## config.mk

```make
export PLATFORM = sky130hd
export DESIGN_NAME = mem_arbiter_flat
export DESIGN_NICKNAME = d
export VERILOG_FILES = /design/src/rtl/mem_arbiter_if.sv /design/src/rtl/mem_arbiter.sv /design/src/flat_wrapper.sv
export SDC_FILE = /design/constraint.sdc
export NUM_CORES = 1
export LEC_CHECK = 0
export CAP_MARGIN = 15
export CORE_AREA = 2 2 115 117
export DETAILED_ROUTE_END_ITERATION = 12
export DIE_AREA = 0 0 117 119
export PLACE_DENSITY = 0.62
export SYNTH_ARGS = -nofsm -noshare
export SYNTH_HDL_FRONTEND = slang
export SYNTH_SLANG_ARGS = --single-unit
```

## constraint.sdc

```tcl
create_clock -name clk -period 2 [get_ports clk]
set_clock_uncertainty 0.1 [all_clocks]
set_input_delay 0.4 -clock clk [delete_from_list [all_inputs] [get_ports clk]]
set_output_delay 0.4 -clock clk [all_outputs]
set_load 0.01 [all_outputs]
```

## src/rtl/mem_arbiter_if.sv

```systemverilog
// mem_arbiter_if
// Bundles every bus signal around the memory arbiter.
//   core side   : core_req, core_we, core_adr, core_wd -> arbiter; core_rd, core_stall <- arbiter
//   loader side : ld_req, ld_we, ld_adr, ld_wd, ld_lock -> arbiter; ld_rd, ld_ack <- arbiter
//   memory side : MemWrite, Adr, WriteData <- arbiter; ReadData -> arbiter
// The slave modport is the arbiter's view.
// The master modport is the view of the surrounding system: core, loader and memory.
interface mem_arbiter_if;
  logic        core_req;
  logic        core_we;
  logic [31:0] core_adr;
  logic [31:0] core_wd;
  logic [31:0] core_rd;
  logic        core_stall;
  logic        ld_req;
  logic        ld_we;
  logic [31:0] ld_adr;
  logic [31:0] ld_wd;
  logic        ld_lock;
  logic [31:0] ld_rd;
  logic        ld_ack;
  logic        MemWrite;
  logic [31:0] Adr;
  logic [31:0] WriteData;
  logic [31:0] ReadData;

  modport slave (
    input  core_req, core_we, core_adr, core_wd,
    output core_rd, core_stall,
    input  ld_req, ld_we, ld_adr, ld_wd, ld_lock,
    output ld_rd, ld_ack,
    output MemWrite, Adr, WriteData,
    input  ReadData
  );

  modport master (
    output core_req, core_we, core_adr, core_wd,
    input  core_rd, core_stall,
    output ld_req, ld_we, ld_adr, ld_wd, ld_lock,
    input  ld_rd, ld_ack,
    input  MemWrite, Adr, WriteData,
    output ReadData
  );
endinterface

```

## src/rtl/mem_arbiter.sv

```systemverilog
// mem_arbiter
// Shares the unified instruction/data memory of the multi-cycle ARM core with a
// loader/debug master. The core is stalled while the loader owns the bus. A loader
// burst is bounded by BURST so the core is never starved.
// Ports:
//   clk   - system clock, rising edge
//   reset - synchronous, active-high
//   bus   - mem_arbiter_if.slave (core, loader and memory signals)
// Parameter:
//   BURST - maximum consecutive loader accesses before the core gets a slot (>= 1)
// Optional feature macro: MEM_ARB_LOCK_EN
//   When defined, ld_lock=1 keeps the loader on the bus past BURST.
//   When undefined, ld_lock is ignored.
module mem_arbiter #(
  parameter int BURST = 4
) (
  input logic          clk,
  input logic          reset,
  mem_arbiter_if.slave bus
);

  localparam int CW = $clog2(BURST) + 1;
  localparam logic [CW:0] BURST_W = (CW + 1)'(BURST);

  localparam logic [0:0] OWN_CORE = 1'b0;
  localparam logic [0:0] OWN_LD   = 1'b1;

  logic [0:0]  owner;
  logic [CW-1:0] cnt;
  logic        ld_owns;
  logic        lock_hold;
  logic [CW:0] cnt_inc;
  logic        burst_done;

  assign ld_owns = (owner == OWN_LD);

`ifdef MEM_ARB_LOCK_EN
  assign lock_hold = bus.ld_lock;
`else
  logic unused_ld_lock;
  assign unused_ld_lock = bus.ld_lock;
  assign lock_hold = 1'b0;
`endif

  // The burst counter is evaluated one bit wider, so cnt+1 cannot wrap when cnt is saturated at BURST.
  assign cnt_inc    = {1'b0, cnt} + 1'b1;
  assign burst_done = (cnt_inc >= BURST_W);

  // Memory port mux and request gating.
  // This block has combinational paths from the requests and the owner register only.
  // A write reaches memory only when the owning side is actually requesting.
  always_comb begin
    bus.Adr        = ld_owns ? bus.ld_adr : bus.core_adr;
    bus.WriteData  = ld_owns ? bus.ld_wd  : bus.core_wd;
    bus.MemWrite   = ld_owns ? (bus.ld_we & bus.ld_req) : (bus.core_we & bus.core_req);
    bus.core_rd    = bus.ReadData;
    bus.ld_rd      = bus.ReadData;
    bus.core_stall = bus.core_req & ld_owns;
    bus.ld_ack     = bus.ld_req & ld_owns;
  end

  // Grant FSM.
  // The core always finishes its current access before yielding to a waiting loader.
  // The loader hands the bus back when it goes idle, or once its burst is spent while
  // the core is waiting. The counter saturates at BURST, so an idle core is granted
  // on its very first request.
  always_ff @(posedge clk) begin
    if (reset) begin
      owner <= OWN_CORE;
      cnt   <= '0;
    end else if (owner == OWN_CORE) begin
      if (bus.ld_req) begin
        owner <= OWN_LD;
        cnt   <= '0;
      end
    end else begin
      if (!bus.ld_req) begin
        owner <= OWN_CORE;
        cnt   <= '0;
      end else if (burst_done && bus.core_req && !lock_hold) begin
        owner <= OWN_CORE;
        cnt   <= '0;
      end else if (burst_done) begin
        cnt   <= BURST_W[CW-1:0];
      end else begin
        cnt   <= cnt_inc[CW-1:0];
      end
    end
  end

endmodule
```

## src/flat_wrapper.sv

```systemverilog
// flat-port wrapper written by rule: the top's interface ports become plain ports
module mem_arbiter_flat 
#(
  parameter int BURST = 4
)
  (clk, reset, bus_core_req, bus_core_we, bus_core_adr, bus_core_wd, bus_core_rd, bus_core_stall, bus_ld_req, bus_ld_we, bus_ld_adr, bus_ld_wd, bus_ld_lock, bus_ld_rd, bus_ld_ack, bus_MemWrite, bus_Adr, bus_WriteData, bus_ReadData);
  mem_arbiter_if bus_i ();
  input logic clk;
  input logic reset;
  input wire logic [$bits(bus_i.core_req)-1:0] bus_core_req;
  input wire logic [$bits(bus_i.core_we)-1:0] bus_core_we;
  input wire logic [$bits(bus_i.core_adr)-1:0] bus_core_adr;
  input wire logic [$bits(bus_i.core_wd)-1:0] bus_core_wd;
  output wire logic [$bits(bus_i.core_rd)-1:0] bus_core_rd;
  output wire logic [$bits(bus_i.core_stall)-1:0] bus_core_stall;
  input wire logic [$bits(bus_i.ld_req)-1:0] bus_ld_req;
  input wire logic [$bits(bus_i.ld_we)-1:0] bus_ld_we;
  input wire logic [$bits(bus_i.ld_adr)-1:0] bus_ld_adr;
  input wire logic [$bits(bus_i.ld_wd)-1:0] bus_ld_wd;
  input wire logic [$bits(bus_i.ld_lock)-1:0] bus_ld_lock;
  output wire logic [$bits(bus_i.ld_rd)-1:0] bus_ld_rd;
  output wire logic [$bits(bus_i.ld_ack)-1:0] bus_ld_ack;
  output wire logic [$bits(bus_i.MemWrite)-1:0] bus_MemWrite;
  output wire logic [$bits(bus_i.Adr)-1:0] bus_Adr;
  output wire logic [$bits(bus_i.WriteData)-1:0] bus_WriteData;
  input wire logic [$bits(bus_i.ReadData)-1:0] bus_ReadData;
  assign bus_i.core_req = bus_core_req;
  assign bus_i.core_we = bus_core_we;
  assign bus_i.core_adr = bus_core_adr;
  assign bus_i.core_wd = bus_core_wd;
  assign bus_core_rd = bus_i.core_rd;
  assign bus_core_stall = bus_i.core_stall;
  assign bus_i.ld_req = bus_ld_req;
  assign bus_i.ld_we = bus_ld_we;
  assign bus_i.ld_adr = bus_ld_adr;
  assign bus_i.ld_wd = bus_ld_wd;
  assign bus_i.ld_lock = bus_ld_lock;
  assign bus_ld_rd = bus_i.ld_rd;
  assign bus_ld_ack = bus_i.ld_ack;
  assign bus_MemWrite = bus_i.MemWrite;
  assign bus_Adr = bus_i.Adr;
  assign bus_WriteData = bus_i.WriteData;
  assign bus_i.ReadData = bus_ReadData;
  mem_arbiter #(.BURST(BURST)) u_core (.clk(clk), .reset(reset), .bus(bus_i));
endmodule
```

# Yosys cells after proc, flatten, opt, wreduce, memory -nomap -nowiden
# Cells that the tools add are included.
[totals]
out_inout_bits = 131
inputBits = 167
ff_bits = 4
[classes]
muxes = 12
n_addsub = 1
reduce_logical = 2
n_bitwise = 4
n_lt_le_gt_ge = 1
[ops]
columns = ["cell", "n"]
rows = [
  ["2-to-1 mux 32 bit", 2],
  ["2-to-1 mux 3 bit", 5],
  ["2-to-1 mux 1 bit", 5],
  ["adder 3 x 1 -> 4 bit (second input constant)", 1],
  ["bitwise AND 1 bit", 4],
  [">= comparator 4 x 3 -> 1 bit (second input constant)", 1],
  ["nonzero test 2 bit", 1],
  ["logical AND 1 bit", 1],
]

# Logic depth before layout (Yosys ltp)
[depth]
word_depth = 6
depth_mapped = 5
ltp_nobuf = 4

# Least setup slack after synthesis
# No wires, ideal clock.
[synth_timing]
path_kind = "register to output"
startpoint = "reg u_core.owner, in the netlist u_core.ld_owns"
endpoint = "out bus_Adr[0]"
path_buffers = 2
arrival_ns = 1.003
slack_ns = 0.497
stages_incl_launch_ff = 4
cell_sequence = "dfxtp_1 buf_2 buf_2 mux2_2"
[synth_via]
elab_chain_len = 1
[synth_lines]
columns = ["item", "line_no", "rtl"]
rows = [
  ["start: declaration", "mem_arbiter.sv:28", "logic [0:0] owner;"],
  ["start signal: assignment", "mem_arbiter.sv:69", "owner <= OWN_CORE;"],
  ["start signal: assignment", "mem_arbiter.sv:73", "owner <= OWN_LD;"],
  ["start signal: assignment", "mem_arbiter.sv:78", "owner <= OWN_CORE;"],
  ["2-to-1 mux 32 bit", "mem_arbiter.sv:53", "bus.Adr = ld_owns ? bus.ld_adr : bus.core_adr;"],
  ["end: declaration", "flat_wrapper.sv:24", "output wire logic [$bits(bus_i.Adr)-1:0] bus_Adr;"],
]
# No other way between the ends.

# Worst setup path in the final report
[layout_timing]
startpoint = "reg u_core.owner, in the netlist u_core.ld_owns"
endpoint = "out bus_WriteData[13]"
[layout_via]
elab_chain_len = 1
[layout_lines]
columns = ["item", "line_no", "rtl"]
rows = [
  ["2-to-1 mux 32 bit", "mem_arbiter.sv:54", "bus.WriteData = ld_owns ? bus.ld_wd : bus.core_wd;"],
  ["end: declaration", "flat_wrapper.sv:25", "output wire logic [$bits(bus_i.WriteData)-1:0] bus_WriteData;"],
]
# No other way between the ends.

==> flow_summary.json <==
{
  "status": "complete, no violations",
  "layout.cells.most_common": "sky130_fd_sc_hd__clkdlybuf4s50_1",
  "placed_area_sq_mm": 0.003226,
  "first_global_vias": 1670,
  "final_hold_viol_count": 0,
  "maxSlewHeadroom_pct": 83.79,
  "max_cap_violations": 0,
  "synthAdderAreaFrac_pct": 0.8576,
  "critPathCaptureType": "output pin",
  "vdd_ir_drop_max_uv": 333.0,
  "timing_worst_setup_path_type": "flip-flop to output pin",
  "grt_pass1_wl_microns": 8148,
  "worst-path-buf-inv": 2,
  "layout.cells.most_common_list": "sky130_fd_sc_hd__clkdlybuf4s50_1 (133), sky130_fd_sc_hd__mux2_2 (63), sky130_fd_sc_hd__dlygate4sd2_1 (54)",
  "power.density_mw_per_mm2": 315.4,
  "yosys-top-cells-area": "sky130_fd_sc_hd__mux2_2 (50%), sky130_fd_sc_hd__buf_4 (33%), sky130_fd_sc_hd__dfxtp_1 (5.5%)",
  "ys_warn_count": 0,
  "layout_worst_path_cycle_share_pct": 99.40,
  "initial_antenna_violation_count": 0,
  "hold_startpoint": "u_core.cnt[1]",
  "global_route.usage.total_pct": 7.336,
  "syn_inst": 161,
  "post_synth_and_or_nand_nor_area_fraction_pct": 3.431,
  "post-dp-hpwl_microns": 5262,
  "detail_route.iter0.violations": 32,
  "cts_tree": "yes",
  "design_power_total_w": 0.001023,
  "ios": 298,
  "post-route-min-period_ns": 1.988,
  "required_time_worst_endpoint_ns": 1.50,
  "floorplan.die.width_microns": 117,
  "number_of_design_rule_violations_left_after_detail_routing": 0,
  "vias": 1617,
  "tightestPinTransition_ns": 0.2413,
  "fillCellCount": 1389,
  "worst_slack_ns": 0.01194,
  "cts_max_path_buffers": 2,
  "clkLatencyLatePin_ns": 0.23,
  "final-instance-count-excl-fill": 474,
  "detail-route-antenna-nets": 0,
  "synth-compound-area-share_pct": 3.431,
  "fp.dieArea_sq_mm": 0.01392,
  "setup-violations-final": 0,
  "grt_start_max_net_pins": 39,
  "synthDominantCellAreaShare_pct": 50.17,
  "ctsHoldBuffers": 0,
  "timing.hold.worst.class": "flip-flop to flip-flop",
  "fp.dieH_microns": 119,
  "critical_path_arrival_ns": 1.49,
  "yosysUniqueCellTypes": 17,
  "largest_family_of_logic_cells_by_synthesized_area": "multiplexers",
  "clkTransAtPathRegs_ns": 0.03,
  "core_area_sq_mm": 0.01287,
  "dp.cells": 471,
  "cts_num_sinks": 4,
  "io_buffer_count": 200,
  "viasPerCell": 3.411,
  "avgRoutedWirePerCell_microns": 12.52,
  "place.gp.congestion": 0.6919,
  "post_synthesis_average_cell_area_sq_um": 9.061,
  "post-place-ws_ns": -0.2366,
  "nets": 468,
  "timing.rr.start": "u_core.cnt[0]",
  "dr.pass1.iters": 4,
  "startpoint": "u_core.ld_owns",
  "timing.critical_path.fanout_max": 38,
  "post_synth_xor_area_fraction_pct": 0,
  "cts_root_cell": "sky130_fd_sc_hd__clkbuf_16",
  "post-route-cell-area_sq_mm": 0.003243,
  "postRouteWirelength_microns": 5934,
  "cell_type_with_the_largest_total_area_after_synthesis": "sky130_fd_sc_hd__mux2_2",
  "synth.yosys.seq_area_share_pct": 5.489,
  "floorplan.initialDensity_pct": 11.33,
  "cts-htree-levels": 1,
  "syn-num-nets": 329,
  "antenna_cells": 0,
  "power_leakage_nw": 1.280,
  "worst_path_dominant_cell_family": "buffers and inverters",
  "numCtsBuffers": 3,
  "fmax_mhz": 503.0,
  "path_cells": "buf_12 -> mux2_2 -> dlygate4sd2_1",
  "cp_slowest_cell": "sky130_fd_sc_hd__dfxtp_4",
  "slew_violations": 0,
  "floorplan.rows": 42,
  "netlist_area_sq_mm": 0.001459,
  "finalSetupTns_ns": 0,
  "post_synth_mux_area_share_pct": 50.17,
  "global_route_congestion_overflow_total": 0,
  "drive_gt1_share_pct": 25.17,
  "grt_setup_unrepaired": "true",
  "worst_path_largest_cell_delay_ns": 0.37,
  "postSynthRegisterBits": 4,
  "area.growth.synth_to_final_pct": 122.3,
  "crit_path_launch_type": "flip-flop"
}
-- stage by stage --
| step | util (%) | hold WS [ns] |
|---|---|---|
| after global placement | 25.05 | 0.4033 |
| after global routing | 25.19 | 0.4515 |
| after CTS | 25.00 | 0.4205 |
| after detailed placement | 25.05 | 0.4122 |
| after floorplan | - | 0.3889 |
| final | 25.19 | 0.4170 |
-- power breakdown --
| group | leakage, nW | total, W | internal (W) | switching (W) |
|---|---|---|---|---|
| sequential | 0.0332 | 0.0000847 | 0.0000819 | 0.00000284 |
| combinational | 1.21 | 0.000622 | 0.000433 | 0.000189 |
| clock | 0.0370 | 0.000316 | 0.000256 | 0.0000604 |
-- cells in the mapped netlist, drive strengths merged --
| master | number |
|---|---|
| mux2 | 65 |
| dfxtp | 4 |
| o2111a | 1 |
| nor3 | 2 |
| and2 | 2 |
| nand3 | 1 |
| o2bb2ai | 1 |
| buf | 72 |
| ha | 1 |
| nor2 | 2 |
| inv | 2 |
| nand2 | 4 |
| a21oi | 2 |
| a32o | 2 |
-- cells by family (layout without fill, tap and decap cells) --
family / count (synthesis) / after routing
muxes: 65 / 65
DFF: 4 / 4
adders and majority gates: 1 / 1
and+or+nand+nor: 11 / 11
AOI/OAI and AO/OA: 6 / 6
buffers and inverters: 74 / 211
-- area by class of cell --
type / instances / area, sq um / share of cell area, %
well taps: 176 / 220.2 / 6.790
inverters: 2 / 7.507 / 0.2315
flip-flops and latches: 4 / 83.83 / 2.585
repair buffers: 206 / 2004 / 61.81
clock buffers: 3 / 75.07 / 2.315
multi-input cells: 83 / 852.1 / 26.27
-- flip-flops by register name, summed over array words and instances (netlist names) --
register,count
u_core.cnt,3
u_core.ld_owns,1
-- timing repair --
action / CTS / global route
gates resized for setup: 68 / 15
buffers inserted: 0 / 0
pin swaps: 0 / 0
setup endpoints to repair: 67 / 28
-- worst reg2reg max path: stages, from the launching register on --
cell and delay (ns):
sky130_fd_sc_hd__dfxtp_1 0.32, sky130_fd_sc_hd__ha_1 0.21, sky130_fd_sc_hd__and2_0 0.17, sky130_fd_sc_hd__o2111a_1 0.27
sky130_fd_sc_hd__mux2_2 0.26
-- path summary, 6_finish.rpt --
path	endpoint	slack, ns	cells past startpoint
worst min-delay path	u_core.cnt[1]	0.42	1
worst min register to register	u_core.cnt[1]	0.42	1
worst max-delay path	bus_WriteData[13]	0.01	3
worst max register to register	u_core.cnt[0]	0.55	4
-- routing by layer --
metal | routed length, microns | global-route usage [%] | up-vias
met5 | 0 | 0 | -
met2 | 3130 | 14.45 | 112
met1 | 1941 | 6.770 | 719
met3 | 727 | 2.137 | 20
met4 | 134 | 3.088 | 0
li1 | - | - | 766
Power figures use the tool's default switching activity.
